<file path="src/rtl/pc_seq_pkg.sv">
// Shared definitions for the program-counter sequencer.
//   state_t    : sequencer FSM states
//   npc_sel_t  : next-PC source select codes driven into npc_calc
//   PC_W       : program counter width
package pc_seq_pkg;

  localparam int PC_W = 8;

  typedef enum logic [1:0] {
    BOOT     = 2'd0,
    RUN      = 2'd1,
    REDIRECT = 2'd2,
    HALT     = 2'd3
  } state_t;

  typedef enum logic [1:0] {
    NPC_HOLD = 2'd0,
    NPC_INC  = 2'd1,
    NPC_BR   = 2'd2,
    NPC_JMP  = 2'd3
  } npc_sel_t;

endpackage

</file>
<file path="src/rtl/pc_sequencer_npc_calc.sv">
// npc_calc: combinational next-PC arithmetic for the sequencer.
// Ports:
//   pc         in  8  current program counter
//   jump_in    in  8  jump field; low (8-PAGE_BITS) bits replace the PC in-page offset
//   branch_off in  8  two's complement branch offset, applied to pc+1
//   sel        in  2  next-PC source (hold / increment / branch / page jump)
//   next_pc    out 8  selected next program counter
module npc_calc
  import pc_seq_pkg::*;
#(
  parameter int PAGE_BITS = 3
) (
  input  logic [PC_W-1:0] pc,
  input  logic [PC_W-1:0] jump_in,
  input  logic [PC_W-1:0] branch_off,
  input  npc_sel_t        sel,
  output logic [PC_W-1:0] next_pc
);

  // Upper PAGE_BITS bits set: these bits are kept from the current PC on a jump.
  localparam logic [PC_W-1:0] HI_MASK = ~(8'hFF >> PAGE_BITS);

  logic [PC_W-1:0] page_target;
  logic [PC_W-1:0] branch_target;

  assign page_target   = (pc & HI_MASK) | (jump_in & ~HI_MASK);
  // 8-bit wrap makes the offset behave as signed without explicit extension.
  assign branch_target = pc + 8'd1 + branch_off;

  // Next-PC source mux.
  always_comb begin
    next_pc = pc;
    case (sel)
      NPC_HOLD: next_pc = pc;
      NPC_INC:  next_pc = pc + 8'd1;
      NPC_BR:   next_pc = branch_target;
      NPC_JMP:  next_pc = page_target;
      default:  next_pc = pc;
    endcase
  end

endmodule

</file>
<file path="src/rtl/pc_sequencer.sv">
// pc_sequencer: owns the 8-bit fetch PC and sequences increment, taken
// branches and page-relative jumps, with stall, one-cycle redirect flush and
// halt/resume. All outputs are registered.
// Optional feature macro: JAL_LINK_EN (adds link_out/link_we return-address path).
// Ports:
//   clk, rst                  clock, synchronous active-high reset
//   stall                     hazard hold, PC frozen
//   jump_req, jump_in         page jump request and jump field
//   branch_req, branch_taken  branch present / condition result
//   branch_off                signed branch offset
//   halt_req, resume          enter / leave HALT
//   pc_out, fetch_valid       fetch address and its valid flag
//   flush                     one-cycle kill of the already-fetched instruction
//   halted                    high while in HALT
//   link_out, link_we         return address and write strobe (JAL_LINK_EN)
module pc_sequencer
  import pc_seq_pkg::*;
#(
  parameter logic [7:0] RESET_PC  = 8'h00,
  parameter int         PAGE_BITS = 3
) (
  input  logic       clk,
  input  logic       rst,
  input  logic       stall,
  input  logic       jump_req,
  input  logic [7:0] jump_in,
  input  logic       branch_req,
  input  logic       branch_taken,
  input  logic [7:0] branch_off,
  input  logic       halt_req,
  input  logic       resume,
  output logic [7:0] pc_out,
  output logic       fetch_valid,
  output logic       flush,
`ifdef JAL_LINK_EN
  output logic [7:0] link_out,
  output logic       link_we,
`endif
  output logic       halted
);

  state_t          state;
  npc_sel_t        sel;
  logic [PC_W-1:0] next_pc;
  logic            br_taken;

  assign br_taken = branch_req & branch_taken;

  // Next-PC source: RUN follows the halt > stall > jump > branch > inc priority;
  // REDIRECT ignores decode inputs and just keeps fetching sequentially.
  always_comb begin
    sel = NPC_HOLD;
    case (state)
      RUN: begin
        if (halt_req)      sel = NPC_HOLD;
        else if (stall)    sel = NPC_HOLD;
        else if (jump_req) sel = NPC_JMP;
        else if (br_taken) sel = NPC_BR;
        else               sel = NPC_INC;
      end
      REDIRECT: sel = NPC_INC;
      default:  sel = NPC_HOLD;
    endcase
  end

  npc_calc #(
    .PAGE_BITS (PAGE_BITS)
  ) u_npc_calc (
    .pc         (pc_out),
    .jump_in    (jump_in),
    .branch_off (branch_off),
    .sel        (sel),
    .next_pc    (next_pc)
  );

  // Sequencer FSM with registered PC and status outputs.
  always_ff @(posedge clk) begin
    if (rst) begin
      state       <= BOOT;
      pc_out      <= RESET_PC;
      fetch_valid <= 1'b0;
      flush       <= 1'b0;
      halted      <= 1'b0;
`ifdef JAL_LINK_EN
      link_out    <= 8'h00;
      link_we     <= 1'b0;
`endif
    end else begin
      pc_out <= next_pc;
      flush  <= 1'b0;
`ifdef JAL_LINK_EN
      link_we <= 1'b0;
`endif
      case (state)
        BOOT: begin
          state       <= RUN;
          fetch_valid <= 1'b1;
        end
        RUN: begin
          if (halt_req) begin
            state       <= HALT;
            halted      <= 1'b1;
            fetch_valid <= 1'b0;
          end else if (stall) begin
            fetch_valid <= 1'b0;
          end else if (jump_req) begin
            state       <= REDIRECT;
            flush       <= 1'b1;
            fetch_valid <= 1'b1;
`ifdef JAL_LINK_EN
            link_out    <= pc_out + 8'd1;
            link_we     <= 1'b1;
`endif
          end else if (br_taken) begin
            state       <= REDIRECT;
            flush       <= 1'b1;
            fetch_valid <= 1'b1;
          end else begin
            fetch_valid <= 1'b1;
          end
        end
        REDIRECT: begin
          state       <= RUN;
          fetch_valid <= 1'b1;
        end
        HALT: begin
          // A simultaneous halt_req keeps the sequencer parked.
          if (resume && !halt_req) begin
            state       <= RUN;
            halted      <= 1'b0;
            fetch_valid <= 1'b1;
          end else begin
            fetch_valid <= 1'b0;
          end
        end
        default: begin
          state       <= BOOT;
          fetch_valid <= 1'b0;
          halted      <= 1'b0;
        end
      endcase
    end
  end

endmodule
</file>
<file path="config.mk">
export PLATFORM = sky130hd
export DESIGN_NAME = pc_sequencer
export DESIGN_NICKNAME = d
export VERILOG_FILES = /design/src/rtl/pc_seq_pkg.sv /design/src/rtl/pc_sequencer_npc_calc.sv /design/src/rtl/pc_sequencer.sv
export SDC_FILE = /design/constraint.sdc
export NUM_CORES = 1
export LEC_CHECK = 0
export ABC_AREA = 1
export ABC_CLOCK_PERIOD_IN_PS = 5000
export CAP_MARGIN = 20
export CORE_ASPECT_RATIO = 0.75
export CORE_MARGIN = 3
export CORE_UTILIZATION = 38
export CTS_CLUSTER_SIZE = 10
export DETAILED_ROUTE_END_ITERATION = 10
export MAX_ROUTING_LAYER = met4
export PLACE_DENSITY = 0.65
export REMOVE_ABC_BUFFERS = 1
export SLEW_MARGIN = 20
export SYNTH_ARGS = -nofsm -noshare
export SYNTH_HDL_FRONTEND = slang
export SYNTH_HIERARCHICAL = 1
export SYNTH_SLANG_ARGS = --single-unit
</file>
<file path="constraint.sdc">
create_clock -name clk -period 5 [get_ports clk]
set_input_delay 1 -clock clk [delete_from_list [all_inputs] [get_ports clk]]
set_output_delay 1 -clock clk [all_outputs]
set_load 0.01 [all_outputs]
</file>
==> impl_metrics.ini, run 1 <==
[run_status]
status = finished, final reports clean

[worst_setup_path]
end_kind = flip-flop
worstReg2RegEnd = pc_out[0]$_SDFF_PP0_
max_stage_delay_ps = 470
critical_path_class = in -> reg
worstPathMaxFanout = 7
crit_path_start = halt_req
cpMaxStageDelayCell = clkdlybuf4s50_1
critical_path_arrival_ps = 3120
reg2reg_depth = 12
path_common_cell = inv_1
r2r_setup_slack_ps = 2600
cp_top_family = buffers and inverters
crit_buf_inv = 4
cp.required_ps = 5170
worstSetupPathDepth = 10
start_kind = primary input
worstSetupEndpoint = pc_out[0]$_SDFF_PP0_
r2r-start = state[1]$_SDFFE_PP0P_
cp_cell_sequence = clkdlybuf4s50_1 > nor2_2 > o211ai_1 > a21oi_1 > inv_1 > nor2_1 > inv_1 > o2111ai_1 > inv_1 > nor2_1

[clocking]
postCtsHoldBufs = 0
cts_tree = yes
clk_latency_ps = 240
cts_num_sinks = 13
post_cts_resized = 0
numCtsBuffers = 3
post_cts_buffers = 0
cts.root.buffer_cell = clkbuf_8
cts_max_level = 1
clk_path_buf_depth = 2
clk_pin_slew_ps = 50

[place]
portBuffers = 31
place.gp.congestion = 0.821
dp.final_hpwl_um = 2420
placed_cells = 272

[cells_and_area]
regArea_sq_um = 260
final_cells = 276
nets = 276
drive_above_1_share = 0.113
antenna_cells = 0
n_fill_cell = 323
multiInputGateArea_sq_um = 873
area_delta_synth_final_pct = 30.8

[synthesis]
avgSynthCellArea_sq_um = 6.34
syn_inst = 204
synth-seq-cells = 13
synth_warnings = 6
netlist_area_sq_um = 1290
yosysSeqAreaShare = 0.201
synthDistinctLibCells = 25

[global_routing]
grt_pass1_vias = 1128
grt_max_degree = 13
track_usage = 0.152
grt-ovfl-total = 0
antenna_found_initial = 0
grt_pass1_wl_um = 4920

[floorplan]
dieWidth_um = 73.3
die_h_um = 56.5
coreArea_sq_um = 3080
initial_utilization = 0.419
fp.dieArea_sq_um = 4140
num_rows = 17
io_pins = 35

[drt]
ant_nets = 0
vias = 1307
drc = 0
wl_um = 2890
dr.pass1.iters = 4
drt_iter0_drc = 67
vias_per_cell = 4.74
wl_per_cell_um = 10.5

[min_path]
hold_start = state[0]$_SDFFE_PP0P_
hold_class = reg -> reg

[power_and_ir_drop]
powerDensity_nw_per_um2 = 185
p_sw_mw = 0.0980
leakage_nw = 0.810
p_clk_frac = 0.293
switching_share = 0.313
seq_power_share = 0.374
intPower_mw = 0.215
p_comb_frac = 0.333
peakVddDrop_uv = 125

[timing]
setup_viol_count_final = 0
fmax_mhz = 338
hold_viol = 0
maxSlewViolCount = 0
worst_pin_slew_ps = 452
fin_crit_ps = 2950
maxSlewHeadroom = 0.698
finalSetupTns_ps = 0
rsz0062_at_grt = no
post-route-period-util = 0.591
skew_ps = 3.10

[flow_run]
cap_violations = 0
## stage by stage
stage	util	hold WS [ps]	cell area [sq um]	power (mW)	setup slack, ps
after detailed placement	0.533	521	1650	0.223	1810
after global placement	0.533	514	1650	0.223	1800
after CTS	0.548	528	1690	0.316	2040
after global routing	0.548	565	1690	0.338	1720
after floorplan	-	471	1290	0.183	2680
final	0.548	523	1690	0.313	2050
## cell type report
cell class                 count  share of cell area
clock buffer                   4              0.0266
tap                           38              0.0281
sequential                    13               0.154
timing repair buffer          31               0.184
inverter                      41              0.0910
multi-input combinational    149               0.517
## flip-flops by register name (all words and copies together), names as in the netlist
register and count:
halted 1, pc_out 8, fetch_valid 1, state 2, flush 1
## layer usage
layer	GRT usage	up-vias	routed length [um]
met2	0.199	38	1050
met4	0.0155	0	7
li1	-	715	-
met1	0.234	552	1620
met5	-	-	0
met3	0.0465	2	206
## logic make-up (layout without fill, tap and decap cells)
kind of cell | count (synthesis) | after routing | share of synthesized area
AND/OR/NAND/NOR | 110 | 110 | 0.406
buffers and inverters | 42 | 76 | 0.123
AO/OA/AOI/OAI | 22 | 22 | 0.111
adder cells (fa/ha/maj) | 13 | 13 | 0.132
flip-flops | 13 | 13 | 0.201
XOR/XNOR | 4 | 4 | 0.0271
## synth_stat cells
library cell  number  area share
nor2_4             2       0.017
xor2_1             2       0.014
xnor2_1            2       0.014
nand2_2            7       0.034
o211ai_1           1      0.0058
o21ai_0            4       0.015
nand3_1           12       0.046
o2111ai_1          3       0.020
nor3_1             1      0.0039
nand3_2            6       0.046
o21ai_2            1      0.0068
nand4_1            5       0.024
ha_1              12        0.12
nor2_1            19       0.055
dfxtp_1           13        0.20
buf_2              1      0.0039
nor2_2             2      0.0097
inv_2              2      0.0058
fa_1               1       0.015
o21bai_1           2       0.012
nand2_1           55        0.16
inv_1             39        0.11
a21oi_2            3       0.020
a21oi_1            8       0.031
nand2_4            1      0.0087
## cell usage in the layout, fill, tap and decap left out
| cell type | instances |
|---|---|
| nand2_1 | 55 |
| nor2_4 | 2 |
| o21ai_2 | 1 |
| nor2_2 | 2 |
| xor2_1 | 2 |
| nor2_1 | 19 |
| ha_1 | 12 |
| nand3_1 | 12 |
| clkdlybuf4s50_1 | 31 |
| nand2_4 | 1 |
| dfxtp_1 | 13 |
| o21bai_1 | 2 |
| inv_1 | 39 |
| o2111ai_1 | 3 |
| clkbuf_1 | 1 |
| nand4_1 | 5 |
| a21oi_2 | 3 |
| fa_1 | 1 |
| xnor2_1 | 2 |
| a21oi_1 | 8 |
| o211ai_1 | 1 |
| nand3_2 | 6 |
| nand2_2 | 7 |
| inv_2 | 2 |
| nor3_1 | 1 |
| clkbuf_8 | 3 |
| o21ai_0 | 4 |
## tightest hold or removal path, stage by stage, from the launching register on
cell     delay [ps]
dfxtp_1         350
nand2_2          90
a21oi_2          40
## how the worst min path moves through the flow
stage | endpoint | slack [ps] | cells past startpoint
after detailed placement | state[0]$_SDFFE_PP0P_ | 520 | 2
after global placement | state[0]$_SDFFE_PP0P_ | 510 | 2
after floorplan | state[0]$_SDFFE_PP0P_ | 470 | 2
after CTS | state[0]$_SDFFE_PP0P_ | 530 | 2
after global routing | state[0]$_SDFFE_PP0P_ | 560 | 2
final | state[0]$_SDFFE_PP0P_ | 520 | 2
## power groups by stage
stage / sequential (mW) / combinational, mW / clock [mW]
2_1_floorplan: 0.120 / 0.0621 / 0
3_3_place_gp: 0.119 / 0.104 / 0
3_5_place_dp: 0.119 / 0.104 / 0
4_1_cts: 0.117 / 0.105 / 0.0942
5_1_grt: 0.119 / 0.118 / 0.101
6_report: 0.117 / 0.104 / 0.0919
No activity file was read; power rests on OpenSTA's default activity.
==> run 2, diff against run 1 <==
--- a/config.mk
+++ b/config.mk
@@ -6,7 +6,7 @@
 export NUM_CORES = 1
 export LEC_CHECK = 0
 export ABC_AREA = 1
-export ABC_CLOCK_PERIOD_IN_PS = 5000
+export ABC_CLOCK_PERIOD_IN_PS = 2400
 export CAP_MARGIN = 20
 export CORE_ASPECT_RATIO = 0.75
 export CORE_MARGIN = 3
@@ -14,7 +14,7 @@
 export CTS_CLUSTER_SIZE = 10
 export DETAILED_ROUTE_END_ITERATION = 10
 export MAX_ROUTING_LAYER = met4
-export PLACE_DENSITY = 0.65
+export PLACE_DENSITY = 0.68
 export REMOVE_ABC_BUFFERS = 1
 export SLEW_MARGIN = 20
 export SYNTH_ARGS = -nofsm -noshare
==> constraint.sdc (replaced) <==
create_clock -name clk -period 2.4 [get_ports clk]
set_input_delay 0.48 -clock clk [delete_from_list [all_inputs] [get_ports clk]]
set_output_delay 0.48 -clock clk [all_outputs]
set_load 0.01 [all_outputs]
==> run 2 against run 1 <==
Effect of this change: first-iteration DRC count shrank 9.0%; worst hold slack got worse by 10 ps; utilization rose by 3.2 points; die area stayed put; critical path type is now reg -> reg; clock power increased by 100%; combinational power is 130% higher.
==> impl_metrics.ini, run 2 (same netlist as run 1, synthesis figures left out) <==
[clocking]
cts_max_level = 1
postCtsHoldBufs = 0
cts_num_sinks = 13
clk_pin_slew_ps = 50
clk_latency_ps = 240
numCtsBuffers = 3
clk_path_buf_depth = 2
cts_tree = yes
cts.root.buffer_cell = clkbuf_8

[floorplan]
num_rows = 17
coreArea_sq_um = 3080
die_h_um = 56.5
fp.dieArea_sq_um = 4140
initial_utilization = 0.419
dieWidth_um = 73.3
io_pins = 35

[worst_setup_path]
critical_path_class = reg -> reg
cp_top_family = simple AND/OR/NAND/NOR gates
cpMaxStageDelayCell = ha_2
crit_buf_inv = 4
worstPathMaxFanout = 6
cp.required_ps = 2510
end_kind = flip-flop
cp_cell_sequence = ha_1 > nand2_1 > inv_2 > nand2_1 > xor2_2 > inv_1 > ha_2 > nand2_1 > inv_1 > nand4_1 > nand3_1 > nand2_1 > nand3_1 > nand4_1 > inv_1 > nor2_1
start_kind = flip-flop
r2r_setup_slack_ps = 280
critical_path_arrival_ps = 2240
max_stage_delay_ps = 370
path_common_cell = nand2_1

[drt]
wl_um = 3180
drt_iter0_drc = 61
drc = 0
dr.pass1.iters = 4
wl_per_cell_um = 11.2
vias = 1358
ant_nets = 0
vias_per_cell = 4.78

[power_and_ir_drop]
peakVddDrop_uv = 311
p_clk_frac = 0.282
intPower_mw = 0.459
p_comb_frac = 0.355
switching_share = 0.311
p_sw_mw = 0.207
seq_power_share = 0.363
leakage_nw = 0.867
powerDensity_nw_per_um2 = 372

[timing]
fmax_mhz = 471
rsz0062_at_grt = no
maxSlewViolCount = 0
post-route-period-util = 0.884
hold_viol = 0
fin_crit_ps = 2120
maxSlewHeadroom = 0.717
finalSetupTns_ps = 0
worst_pin_slew_ps = 424
skew_ps = 4.24
fin_ws_ps = 278
setup_viol_count_final = 0

[cells_and_area]
final_cell_mix = nand2_1 (55), inv_1 (38), clkdlybuf4s50_1 (31)
largest_register_ffs = 8
biggestRegsByFlops = pc_out x8, state x2
final_common_cell = nand2_1
nets = 284
largest-register = pc_out
utilization = 0.581
final_cells = 284
antenna_cells = 0
area_delta_synth_final_pct = 38.5
drive_above_1_share = 0.171

[place]
portBuffers = 31
pre_cts_ws_ps = 41.6
dp.final_hpwl_um = 2590
place.gp.congestion = 0.817
placed_cells = 280

[global_routing]
grt_pass1_vias = 1231
grt-ovfl-total = 0
grt_pass1_wl_um = 5210
grt_max_degree = 9
antenna_found_initial = 0
track_usage = 0.161

[min_path]
hold_class = reg -> reg

[flow_run]
cap_violations = 0

[run_status]
status = finished, final reports clean
run 2: cell types whose count changed in the layout (fill, tap and decap cells not counted), moves of 2 or more:
cell     change
buf_4        +8
ha_1         -2
xnor2_1      -2
xnor2_2      +2
run 2: area by class of cell:
cell class	instances	area [sq um]
timing repair buffer	39	370
tap	38	47.5
inverter	41	154
fill	306	1290
clock buffer	4	45.0
multi-input combinational	149	913
sequential	13	260
run 2: worst register-to-register path: stages (launching register included):
cell     delay, ps
dfxtp_1        310
ha_1           200
nand2_1         80
inv_2           50
nand2_1         90
xor2_2         170
inv_1           60
ha_2           370
nand2_1         70
inv_1           70
nand4_1        110
nand3_1        110
nand2_1         50
nand3_1         70
nand4_1         90
inv_1           60
nor2_1          30
run 2: power groups by stage:
stage / Combinational (mW) / Sequential, mW / Clock (mW)
6_report: 0.236 / 0.242 / 0.188
5_1_grt: 0.265 / 0.244 / 0.211
4_1_cts: 0.235 / 0.242 / 0.195
3_5_place_dp: 0.232 / 0.246 / 0
3_3_place_gp: 0.231 / 0.246 / 0
2_1_floorplan: 0.129 / 0.251 / 0
run 2: metrics by stage:
stage / power [mW] / hold WS [ps] / instance area, sq um
after floorplan: 0.380 / 471 / 1290
after global placement: 0.476 / 496 / 1710
after detailed placement: 0.478 / 502 / 1710
after CTS: 0.672 / 514 / 1750
after global routing: 0.719 / 540 / 1790
final: 0.666 / 513 / 1790
run 2: path summary, 6_finish.rpt:
kind | from | end | cells after the start
worst min-delay path | state[0]$_SDFFE_PP0P_ | state[0]$_SDFFE_PP0P_ | 2
worst max-delay path | pc_out[0]$_SDFF_PP0_ | pc_out[6]$_SDFF_PP0_ | 16
worst min register to register | state[0]$_SDFFE_PP0P_ | state[0]$_SDFFE_PP0P_ | 2
worst max register to register | pc_out[0]$_SDFF_PP0_ | pc_out[6]$_SDFF_PP0_ | 16
run 2: repair_timing:
action,4_1_cts,5_1_grt
setup buffers,0,0
endpoints found under the setup margin,0,1
endpoints found under the hold margin,0,0
gates resized for setup,0,7
run 2: layer usage:
layer  up-vias  part of all wire  track usage
met5         -                 0            -
met3         2             0.057       0.0322
met4         0            0.0050       0.0233
met1       599              0.52        0.236
met2        32              0.41        0.233
li1        725                 -            -
==> run 3, diff against run 2 <==
--- a/config.mk
+++ b/config.mk
@@ -8,13 +8,16 @@
 export ABC_AREA = 1
 export ABC_CLOCK_PERIOD_IN_PS = 2400
 export CAP_MARGIN = 20
+export CELL_PAD_IN_SITES_DETAIL_PLACEMENT = 1
+export CELL_PAD_IN_SITES_GLOBAL_PLACEMENT = 1
 export CORE_ASPECT_RATIO = 0.75
 export CORE_MARGIN = 3
-export CORE_UTILIZATION = 38
+export CORE_UTILIZATION = 30
+export CTS_CLUSTER_DIAMETER = 120
 export CTS_CLUSTER_SIZE = 10
 export DETAILED_ROUTE_END_ITERATION = 10
 export MAX_ROUTING_LAYER = met4
-export PLACE_DENSITY = 0.68
+export PLACE_DENSITY_LB_ADDON = 0.1
 export REMOVE_ABC_BUFFERS = 1
 export SLEW_MARGIN = 20
 export SYNTH_ARGS = -nofsm -noshare
==> run 3 against run 2 <==
Effect of this change: register-to-register slack worse by 70 ps; sequential power is essentially flat; clock power grew 9%.
==> impl_metrics.ini, run 3 (same netlist as run 1, synthesis figures left out) <==
[run_status]
status = finished, final reports clean

[floorplan]
io_pins = 35
coreArea_sq_um = 4100
die_h_um = 62.8
num_rows = 20
fp.dieArea_sq_um = 5140
initial_utilization = 0.315
dieWidth_um = 81.8

[min_path]
hold_class = reg -> reg
hold_start = state[0]$_SDFFE_PP0P_

[timing]
setup_viol_count_final = 0
worst_pin_slew_ps = 424
finalSetupTns_ps = 0
post-route-period-util = 0.912
maxSlewHeadroom = 0.716
whs_ps = 512
fin_crit_ps = 2190
hold_viol = 0
fmax_mhz = 457
maxSlewViolCount = 0
skew_ps = 6.02

[cells_and_area]
final_cells = 305
biggestRegsByFlops = pc_out x8, state x2
final_cell_mix = nand2_1 (54), inv_1 (38), clkdlybuf4s50_1 (31)
antenna_cells = 0
fin_area_sq_um = 1850
area_delta_synth_final_pct = 43.5
final_common_cell = nand2_1
largest-register = pc_out
n_fill_cell = 556
largest_register_ffs = 8
drive_above_1_share = 0.188
nets = 288

[drt]
drt_iter0_drc = 48
drc = 0
wl_um = 3780
wl_per_cell_um = 12.4
dr.pass1.iters = 4
vias_per_cell = 4.48
ant_nets = 0
vias = 1365

[worst_setup_path]
r2r-start = pc_out[0]$_SDFF_PP0_
start_kind = flip-flop
critical_path_arrival_ps = 2340
crit_path_start = pc_out[0]$_SDFF_PP0_
critical_path_class = reg -> reg
end_kind = flip-flop
cp.required_ps = 2550
worstPathMaxFanout = 4
worstReg2RegEnd = pc_out[6]$_SDFF_PP0_
worstSetupEndpoint = pc_out[6]$_SDFF_PP0_
r2r_setup_slack_ps = 210
reg2reg_depth = 17

[clocking]
cts_num_sinks = 13
cts_max_level = 1
cts.root.buffer_cell = clkbuf_8
cts_tree = yes
numCtsBuffers = 3
clk_pin_slew_ps = 60
clk_latency_ps = 250
postCtsHoldBufs = 0
clk_path_buf_depth = 2

[global_routing]
track_usage = 0.166
grt_max_degree = 9
grt-ovfl-total = 0
antenna_found_initial = 0
grt_pass1_vias = 1435
grt_pass1_wl_um = 6580

[place]
portBuffers = 31
place.gp.congestion = 0.815
placed_area_sq_um = 1750
dp.final_hpwl_um = 3130
placed_cells = 300

[power_and_ir_drop]
total_power_mw = 0.695
leakage_nw = 0.880
powerDensity_nw_per_um2 = 375
peakVddDrop_uv = 156

[flow_run]
cap_violations = 0
[run 3: cell count changes in the layout (fill, tap and decap cells not counted)]
| cell | change |
|---|---|
| nand2_1 | -1 |
| nor2_4 | +1 |
| buf_4 | +4 |
| xnor2_1 | +1 |
| nand2_2 | +1 |
| xnor2_2 | -1 |
| nor2_1 | -1 |
| ha_2 | -1 |
| ha_4 | +1 |
[run 3: how the worst min path moves through the flow]
stage,endpoint,slack [ps],cells past startpoint
final,state[0]$_SDFFE_PP0P_,510,2
after CTS,state[0]$_SDFFE_PP0P_,510,2
after global routing,state[0]$_SDFFE_PP0P_,530,2
after global placement,state[0]$_SDFFE_PP0P_,500,2
after detailed placement,state[0]$_SDFFE_PP0P_,500,2
after floorplan,state[0]$_SDFFE_PP0P_,470,2
[run 3: worst max-delay path, stage by stage, from the launching register on]
cell     delay, ps
dfxtp_1        340
ha_1           170
nand2_1         70
inv_2           90
nand2_1         90
xor2_2         170
inv_1           90
ha_4           290
buf_4          110
nand2_1         50
inv_1           70
nand4_1        120
nand3_1        110
nand2_1         50
nand3_1         60
nand4_1         90
inv_1           80
nor2_1          40
[run 3: layout make-up]
| cell class | instances | area (sq um) | share of cell area |
|---|---|---|---|
| repair buffers | 43 | 400 | 0.216 |
| clock buffers | 4 | 45.0 | 0.0243 |
| flip-flops and latches | 13 | 260 | 0.140 |
| multi-input cells | 149 | 926 | 0.499 |
| well taps | 55 | 68.8 | 0.0371 |
| inverters | 41 | 154 | 0.0830 |
[run 3: per-layer routing]
metal / global-route usage / wire, um / up-vias
met5: - / 0 / -
met3: 0.0389 / 157 / 0
met1: 0.247 / 2090 / 610
met4: 0.0228 / 0 / 0
met2: 0.231 / 1540 / 23
li1: - / - / 732
[run 3: stage by stage]
stage	worst slack [ps]	utilization
2_1_floorplan	265	-
3_3_place_gp	41.5	0.426
3_5_place_dp	22.4	0.426
4_1_cts	21.5	0.437
5_1_grt	-18.5	0.452
6_report	211	0.452
[run 3: report_power, final]
group / internal [mW] / switching, mW
Clock: 0.118 / 0.0868
Combinational: 0.118 / 0.130
Sequential: 0.230 / 0.0129
Total: 0.466 / 0.230
[run 3: repair_timing]
| action | CTS | global route |
|---|---|---|
| setup buffers | 0 | 1 |
| resized for setup | 0 | 9 |
| endpoints found under the setup margin | 0 | 5 |
